**src/rtl/bp_fe_ras_ckpt.sv**
```systemverilog
// bp_fe_ras_ckpt: front-end return-address stack with in-order checkpoints and one-cycle restore.
// Optional macro BP_FE_RAS_CKPT_BACKUP_EN: when the stack is empty, pop_pc_o shows the last pushed address.
module bp_fe_ras_ckpt #(
    parameter int vaddr_width_p    = 39,
    parameter int ras_els_p        = 8,
    parameter int ckpt_els_p       = 4,
    parameter int ckpt_id_width_lp = (ckpt_els_p > 1) ? $clog2(ckpt_els_p) : 1
) (
    input  logic                        clk_i,
    input  logic                        reset_i,
    input  logic                        push_v_i,
    input  logic [vaddr_width_p-1:0]    push_pc_i,
    input  logic                        pop_v_i,
    output logic [vaddr_width_p-1:0]    pop_pc_o,
    output logic                        pop_pc_v_o,
    input  logic                        ckpt_v_i,
    output logic                        ckpt_ready_o,
    output logic [ckpt_id_width_lp-1:0] ckpt_id_o,
    input  logic                        commit_v_i,
    input  logic                        restore_v_i,
    input  logic [ckpt_id_width_lp-1:0] restore_id_i
);

    localparam int ptr_w_lp = (ras_els_p > 1) ? $clog2(ras_els_p) : 1;
    localparam int cnt_w_lp = $clog2(ras_els_p + 1);
    localparam int qp_w_lp  = ckpt_id_width_lp + 1;

    logic [ptr_w_lp-1:0]      ptr_r, ptr_n;
    logic [cnt_w_lp-1:0]      cnt_r, cnt_n;
    logic [vaddr_width_p-1:0] entry_r [ras_els_p];

    logic [qp_w_lp-1:0]       rptr_r, rptr_n, wptr_r, wptr_n;
    logic [ptr_w_lp-1:0]      slot_ptr_r [ckpt_els_p];
    logic [cnt_w_lp-1:0]      slot_cnt_r [ckpt_els_p];
    logic [vaddr_width_p-1:0] slot_pc_r  [ckpt_els_p];

    logic                        q_empty, q_full, ckpt_fire, commit_fire;
    logic                        wr_en;
    logic [vaddr_width_p-1:0]    wr_data, ckpt_pc, empty_pc;
    logic [ckpt_id_width_lp-1:0] rst_dist;
    logic [qp_w_lp-1:0]          q_occ;

    function automatic logic [cnt_w_lp-1:0] sat_inc(input logic [cnt_w_lp-1:0] c);
        return (c == cnt_w_lp'(ras_els_p)) ? c : c + cnt_w_lp'(1);
    endfunction

    assign q_occ        = wptr_r - rptr_r;
    assign q_empty      = (rptr_r == wptr_r);
    assign q_full       = (rptr_r[ckpt_id_width_lp-1:0] == wptr_r[ckpt_id_width_lp-1:0])
                        && (rptr_r[ckpt_id_width_lp] != wptr_r[ckpt_id_width_lp]);
    assign ckpt_ready_o = ~q_full & ~restore_v_i;
    assign ckpt_id_o    = wptr_r[ckpt_id_width_lp-1:0];
    assign ckpt_fire    = ckpt_v_i & ckpt_ready_o;
    assign commit_fire  = commit_v_i & ~q_empty;
    assign rst_dist     = restore_id_i - rptr_r[ckpt_id_width_lp-1:0];

    // Next stack state; every write lands at ptr_n, so the checkpoint payload can bypass it.
    always_comb begin
        ptr_n   = ptr_r;
        cnt_n   = cnt_r;
        wr_en   = 1'b0;
        wr_data = push_pc_i;
        if (restore_v_i) begin
            ptr_n   = slot_ptr_r[restore_id_i];
            cnt_n   = slot_cnt_r[restore_id_i];
            wr_en   = 1'b1;
            wr_data = slot_pc_r[restore_id_i];
        end else if (push_v_i && pop_v_i && (cnt_r != '0)) begin
            wr_en = 1'b1;
        end else if (push_v_i) begin
            ptr_n = ptr_r + ptr_w_lp'(1);
            cnt_n = sat_inc(cnt_r);
            wr_en = 1'b1;
        end else if (pop_v_i && (cnt_r != '0)) begin
            ptr_n = ptr_r - ptr_w_lp'(1);
            cnt_n = cnt_r - cnt_w_lp'(1);
        end
    end

    assign ckpt_pc = wr_en ? wr_data : entry_r[ptr_n];

    // Restore frees everything younger than the named slot; wptr's wrap bit follows from distance to rptr.
    always_comb begin
        rptr_n = rptr_r + qp_w_lp'(commit_fire);
        wptr_n = wptr_r + qp_w_lp'(ckpt_fire);
        if (restore_v_i)
            wptr_n = rptr_r + {1'b0, rst_dist} + qp_w_lp'(1);
    end

`ifdef BP_FE_RAS_CKPT_BACKUP_EN
    logic [vaddr_width_p-1:0] backup_r;

    always_ff @(posedge clk_i) begin
        if (reset_i)
            backup_r <= '0;
        else if (push_v_i && !restore_v_i)
            backup_r <= push_pc_i;
    end

    assign empty_pc = backup_r;
`else
    assign empty_pc = '0;
`endif

    assign pop_pc_v_o = (cnt_r != '0);
    assign pop_pc_o   = pop_pc_v_o ? entry_r[ptr_r] : empty_pc;

    always_ff @(posedge clk_i) begin
        if (reset_i) begin
            ptr_r  <= '0;
            cnt_r  <= '0;
            rptr_r <= '0;
            wptr_r <= '0;
        end else begin
            ptr_r  <= ptr_n;
            cnt_r  <= cnt_n;
            rptr_r <= rptr_n;
            wptr_r <= wptr_n;
        end
    end

    // Storage arrays are not reset, but reset still suppresses writes.
    always_ff @(posedge clk_i) begin
        if (!reset_i && wr_en)
            entry_r[ptr_n] <= wr_data;
        if (!reset_i && ckpt_fire) begin
            slot_ptr_r[ckpt_id_o] <= ptr_n;
            slot_cnt_r[ckpt_id_o] <= cnt_n;
            slot_pc_r[ckpt_id_o]  <= ckpt_pc;
        end
    end

    always_ff @(posedge clk_i) begin
        if (!reset_i) begin
            assert (!(commit_v_i && q_empty))
                else $error("bp_fe_ras_ckpt: commit with no live checkpoint");
            assert (!restore_v_i || ({1'b0, rst_dist} < q_occ))
                else $error("bp_fe_ras_ckpt: restore of a checkpoint that is not live");
        end
    end

endmodule

```
**config.mk**
```make
export PLATFORM = sky130hd
export DESIGN_NAME = bp_fe_ras_ckpt
export DESIGN_NICKNAME = d
export VERILOG_FILES = /design/src/rtl/bp_fe_ras_ckpt.sv
export SDC_FILE = /design/constraint.sdc
export NUM_CORES = 1
export LEC_CHECK = 0
export CORE_ASPECT_RATIO = 0.7
export CORE_MARGIN = 5
export CORE_UTILIZATION = 40
export DETAILED_ROUTE_END_ITERATION = 10
export DONT_BUFFER_PORTS = 1
export SKIP_LAST_GASP = 1
export SLEW_MARGIN = 10
export SYNTH_ARGS = -nofsm -noshare
export SYNTH_HDL_FRONTEND = slang
export SYNTH_SLANG_ARGS = --single-unit
export TNS_END_PERCENT = 20
```
**constraint.sdc**
```tcl
create_clock -name clk_i -period 6.4 [get_ports clk_i]
set_clock_uncertainty 0.05 [all_clocks]
set_input_delay 0.64 -clock clk_i [delete_from_list [all_inputs] [get_ports clk_i]]
set_output_delay 0.64 -clock clk_i [all_outputs]
set_load 0.01 [all_outputs]
```
-- Word level (Yosys, flattened, before mapping)
Memory sizes are Yosys's and may differ from the RTL's. A register that Yosys moved wholly into a read port is not among the register bits.
Index checks and enable logic that the tools add are counted.
- bits in registers: 13
- bits in writable memories: 496
- input port bits: 48
- output and inout port bits: 43
- logic and storage cells: 56
- memories: 4
- memory list (memory ; words ; bits a word ; read ports ; clocked after memory_dff ; write ports ; line ; RTL):
    entry_r ; 8 ; 39 ; 2 ; 1 ; 1 ; 30 ; logic [vaddr_width_p-1:0] entry_r [ras_els_p];
    slot_pc_r ; 4 ; 39 ; 1 ; 0 ; 1 ; 35 ; logic [vaddr_width_p-1:0] slot_pc_r [ckpt_els_p];
    slot_cnt_r ; 4 ; 4 ; 1 ; 0 ; 1 ; 34 ; logic [cnt_w_lp-1:0] slot_cnt_r [ckpt_els_p];
    slot_ptr_r ; 4 ; 3 ; 1 ; 0 ; 1 ; 33 ; logic [ptr_w_lp-1:0] slot_ptr_r [ckpt_els_p];
- add/subtract/negate cells: 9
- equality and inequality tests: 4
- mux-type cells: 21
- bitwise operators: 6
- reduce and logical (&&, ||, !) cells: 8
- operators with widths (kind ; number):
    two-way mux 39 bit ; 3
    two-way mux 4 bit ; 5
    two-way mux 3 bit ; 6
    two-way mux 1 bit ; 7
    adder 3 x 1 -> 3 bit ; 2
    adder 3 x 1 -> 3 bit (second input constant) ; 2
    logical AND 1 bit ; 6
    adder 4 x 1 -> 4 bit (second input constant) ; 1
    == test 4 bit (second input constant) ; 1
    nonzero test 4 bit ; 1
    subtractor 4 x 1 -> 4 bit (second input constant) ; 1
    adder 3 x 2 -> 3 bit ; 1
    AND 1 bit ; 3
    == test 3 bit ; 1
    NOT 1 bit ; 3
    subtractor 3 x 1 -> 3 bit (second input constant) ; 1
    == test 2 bit ; 1
    subtractor 2 bit ; 1
    zero test 1 bit ; 1
    inequality test 1 bit ; 1

-- Depth between registers and ports, before layout
- depth after elaboration: 8
- mapped depth: 13
- depth with buffers taken out: 10

-- Worst setup path before layout
No wires, ideal clock.
- kind: input port to flip-flop
- start: input restore_v_i
- end: memory slot_cnt_r[1][0] (netlist bit) (enable)
- setup time: 580 ps
- arrival: 6064 ps
- data required time: 5770 ps
- slack: -294 ps
- cell stages on the path: 5
- path buffers: 1
- cell sequence: clkbuf_1 inv_1 o31a_1 nand2_1 nor4b_1
- longest elaborated chain between the ends: 6
- ends and longest elaborated chain (item ; line ; RTL):
    start, declared ; 20 ; input logic restore_v_i,
    NOT 1 bit ; 51 ; assign ckpt_ready_o = ~q_full & ~restore_v_i;
    AND 1 bit ; 51 ;
    via ckpt_ready_o ; 17 ; output logic ckpt_ready_o,
    AND 1 bit ; 53 ; assign ckpt_fire = ckpt_v_i & ckpt_ready_o;
    logical AND 1 bit ; 126 ; if (!reset_i && ckpt_fire) begin
    two-way mux 1 bit ; 126 ;
    two-way mux 1 bit (not written as such) ; 128 ; slot_cnt_r[ckpt_id_o] <= cnt_n;
    end, declared ; 34 ;
The timed path passes the listed nets, and every way through them passes these cells.

-- Final worst setup path
- start: register cnt_r[0]
- end: memory entry_r[3][1] (enable)
- longest elaborated chain between the ends: 7
- elaborated cells on any way between the ends: 12
- those cells by class: mux: 8; reduce/logical: 4
- ends and longest elaborated chain (item ; line ; RTL):
    start, declared ; 29 ; logic [cnt_w_lp-1:0] cnt_r, cnt_n;
    start signal, assigned ; 116 ; cnt_r <= cnt_n;
    nonzero test 4 bit * ; - ;
    via pop_pc_v_o ; 15 ; output logic pop_pc_v_o,
    logical AND 1 bit ; 68 ; end else if (push_v_i && pop_v_i && (cnt_r != '0)) begin
    two-way mux 1 bit ; 68 ;
    two-way mux 1 bit ; 63 ; if (restore_v_i) begin
    logical AND 1 bit ; 124 ; if (!reset_i && wr_en)
    two-way mux 1 bit ; 124 ;
    two-way mux 1 bit (not written as such) ; 125 ; entry_r[ptr_n] <= wr_data;
    end, declared ; 30 ;
Mark *: on every way through the listed nets, which the timed path passes. The rest lies on a longest branch.

==> key figures <==
Place
  – Placed insts: 2095
  – Global placement routability congestion: 0.7843
  – IO buf count: 0
  – Post-DP HPWL: between 30000 and 40000 um

Yosys
  – Synth Flop Type: edfxtp_1
  – Seq cells post-synth: approximately 510
  – Mean Syn Cell Area: about 16 um2
  – Cell variety after synth: 53
  – Ys async rst share: 0
  – Seq/Total Area, Yosys: 0.6526
  – Post-Syn Nets: 1477
  – Synth warnings: 0
  – Mapped Area: between 0.02 and 0.025 mm2
  – Mapped Cells: 1420
  – Post-synth EDFFs: around 500

Power and ir drop
  – Leakage power: between 8 and 9 nW
  – Peak supply drop: 169.7 uV
  – Power density over cell area: just over 300 mW/mm2

Floorplanning
  – Die X: slightly below 300 um
  – Die H: between 200 and 250 um
  – Core Rows: between 70 and 80
  – Die area: approximately 0.063 mm2
  – Starting density of the core: 0.4068
  – IO Count: 91
  – Core Box Area: 0.05709 mm2

Routing
  – Vias: 13060
  – Initial DRC count: roughly 1300
  – Routed WL: 61590 um
  – Drt wl/cell: 28.13 um
  – First-pass DRT Iterations: 5
  – ANT nets after route: 0
  – DRC Markers: 0
  – Via density: between 5 and 6

Global routing
  – Initial antenna violation count: 2
  – Grt total ovfl: 0
  – Vias in the first global route: 13480
  – Global routing usage on met1: 0.2836
  – Routing usage on met2: 0.2922
  – First-pass GRT wire length: ~90000 um
  – Largest net degree at the start of global routing: 86
  – Grt met3 use: 0.05270
  – GR Util All Layers: 0.1931
  – GR peak layer: met2

Clock network
  – Post-CTS Setup Bufs: 0
  – H-tree depth: 2
  – CTS Buf Count: 51
  – Later-pin clock latency in the skew report: 0.60 ns
  – Post-cts hold buffer count: 0
  – Root Driver: clkbuf_16
  – Clk slew on worst S/H paths: around 0.07 ns
  – Clk buf depth: 3
  – # resized after CTS: 0
  – Clock Sinks: 509
  – CTS tree: built

STA
  – Tmin final: between 4 and 5 ns
  – RSZ-0062 raised after global routing: false
  – Final Hold Viols: 0
  – Part of the cycle the worst path needs: 0.7278
  – Relative slew slack: 0.1410
  – Max Slew Vio Count: 0
  – Fmax: about 210 MHz
  – Setup TNS: 0 ns
  – Setup-failing EPs final: 0
  – Slew @ Worst Pin: 1.289 ns

Worst setup path
  – CP Max Fanout: 44
  – Critical setup path kind: reg2reg
  – Reg-to-reg endpoint: entry_r[3][1]
  – Reg2Reg Setup Slack: between 1.5 and 2 ns
  – Critical Path RT: about 6.6 ns
  – Crit end category: flop
  – Critical Path End: entry_r[3][1]
  – Startpoint class of the critical path: flop
  – Worst EP arrival: between 4 and 5 ns
  – Crit. Startpoint: cnt_r[0]
  – R2R cell count: 11
  – R2r startpoint: cnt_r[0]

Run
  – Max-Cap Viols: 0

Layout
  – Synthesis-to-finish area growth: 10.84%
  – Commonest non-fill, non-tap cell in the layout: edfxtp_1
  – Most frequent cells in the layout: 496 x edfxtp_1, 205 x nand2_1, 124 x mux4_2, 86 x mux2_2, 52 x clkbuf_16
  – Fillers: 4866
  – N_diodes: 0
  – Fin nets: 1455
  – Final Non-Filler Cells: about 2200
  – Footprint of the multi-input gates: between 0.007 and 0.008 mm2
  – Register area: ~0.015 mm2
  – Fraction of final layout cells with drive strength greater than 1: 0.2516

Min path
  – Hold crit path type: in2reg

Run status
  – Status: completed
-- registers in the layout, summed over array words and instances, names as in the netlist --
name and cells:
wptr_r 3, cnt_r 4, slot_cnt_r 16, slot_ptr_r 12, rptr_r 3, entry_r 312
ptr_r 3, slot_pc_r 156
-- report_power, final --
| group | internal [mW] | switching [mW] | total (mW) |
|---|---|---|---|
| clock | 1.89 | 1.27 | 3.16 |
| combinational | 0.357 | 0.612 | 0.969 |
| sequential | 3.82 | 0.0592 | 3.88 |
| total | 6.06 | 1.94 | 8.00 |
-- layer usage --
metal,up-vias,share of wire
li1,5664,-
met1,6803,0.45
met5,-,0.00052
met3,71,0.092
met4,4,0.016
met2,521,0.44
-- cell usage after synthesis (5+ instances only) --
library cell / number / area, um2
a211oi_1: 25 / 187.7
o21ai_0: 9 / 45.04
dfxtp_1: 13 / 260.3
inv_1: 11 / 41.29
clkbuf_1: 57 / 214.0
xor2_1: 5 / 43.79
ha_1: 9 / 112.6
mux4_2: 124 / 2793
mux2i_1: 39 / 390.4
nand2_1: 207 / 777.0
o22ai_1: 39 / 244.0
nor3_1: 5 / 25.02
o21ai_1: 33 / 165.2
xnor2_1: 8 / 70.07
mux2_1: 32 / 360.4
a32o_1: 39 / 390.4
buf_6: 11 / 123.9
nor2_1: 22 / 82.58
buf_2: 16 / 80.08
mux2_2: 86 / 968.4
buf_1: 16 / 60.06
a21oi_1: 49 / 245.2
nor2b_1: 10 / 62.56
edfxtp_1: 496 / 14890
a211oi_2: 20 / 250.2
-- layout make-up --
cell class,instances,area share
sequential,509,0.5892
inverter,13,0.002090
multi-input combinational,791,0.2944
timing repair buffer,32,0.009820
tap,750,0.03646
clock buffer,61,0.05187
clock inverter,33,0.01624
-- per-stage QoR --
step	hold slack, ns	total power, mW	setup WS, ns	util	instance area (um2)
3_5_place_dp	0.5187	4.923	1.730	0.4201	23980
3_3_place_gp	0.5096	4.904	1.821	0.4201	23980
2_1_floorplan	0.4931	4.656	0.1114	-	23230
6_report	0.05317	8.004	1.742	0.4508	25740
4_1_cts	0.002867	8.074	1.695	0.4508	25740
5_1_grt	0.02042	8.284	1.536	0.4508	25740
-- worst max-delay path: stages, from the launching register on --
cell and delay (ns):
dfxtp_1 0.35, inv_1 0.11, ha_1 0.29, nor3b_4 0.23, buf_4 0.46, inv_2 0.23
and3_1 0.22, o31a_2 0.32, buf_4 0.37, or3_1 0.58, nor2_4 0.68, buf_4 0.40
-- how the worst min path moves through the flow --
stage,start,to,slack (ns),cells past startpoint
after floorplan,rptr_r[2],rptr_r[2],0.49,2
after global placement,rptr_r[2],rptr_r[2],0.51,2
after detailed placement,rptr_r[2],rptr_r[2],0.52,2
after CTS,reset_i,ptr_r[1],0.003,1
after global routing,reset_i,ptr_r[0],0.02,1
final,reset_i,ptr_r[1],0.05,1
-- logic make-up (layout without fill, tap and decap cells) --
family,after synthesis,count (layout),synth area share
adder cells (fa/ha/maj),9,9,0.004849
flip-flops,509,509,0.6526
AO/OA/AOI/OAI,226,226,0.07123
buffers and inverters,120,139,0.02554
multiplexers,281,281,0.1943
AND/OR/NAND/NOR,262,262,0.04655
XOR/XNOR,13,13,0.004903
Note: power is estimated with default switching activity, not from simulation.
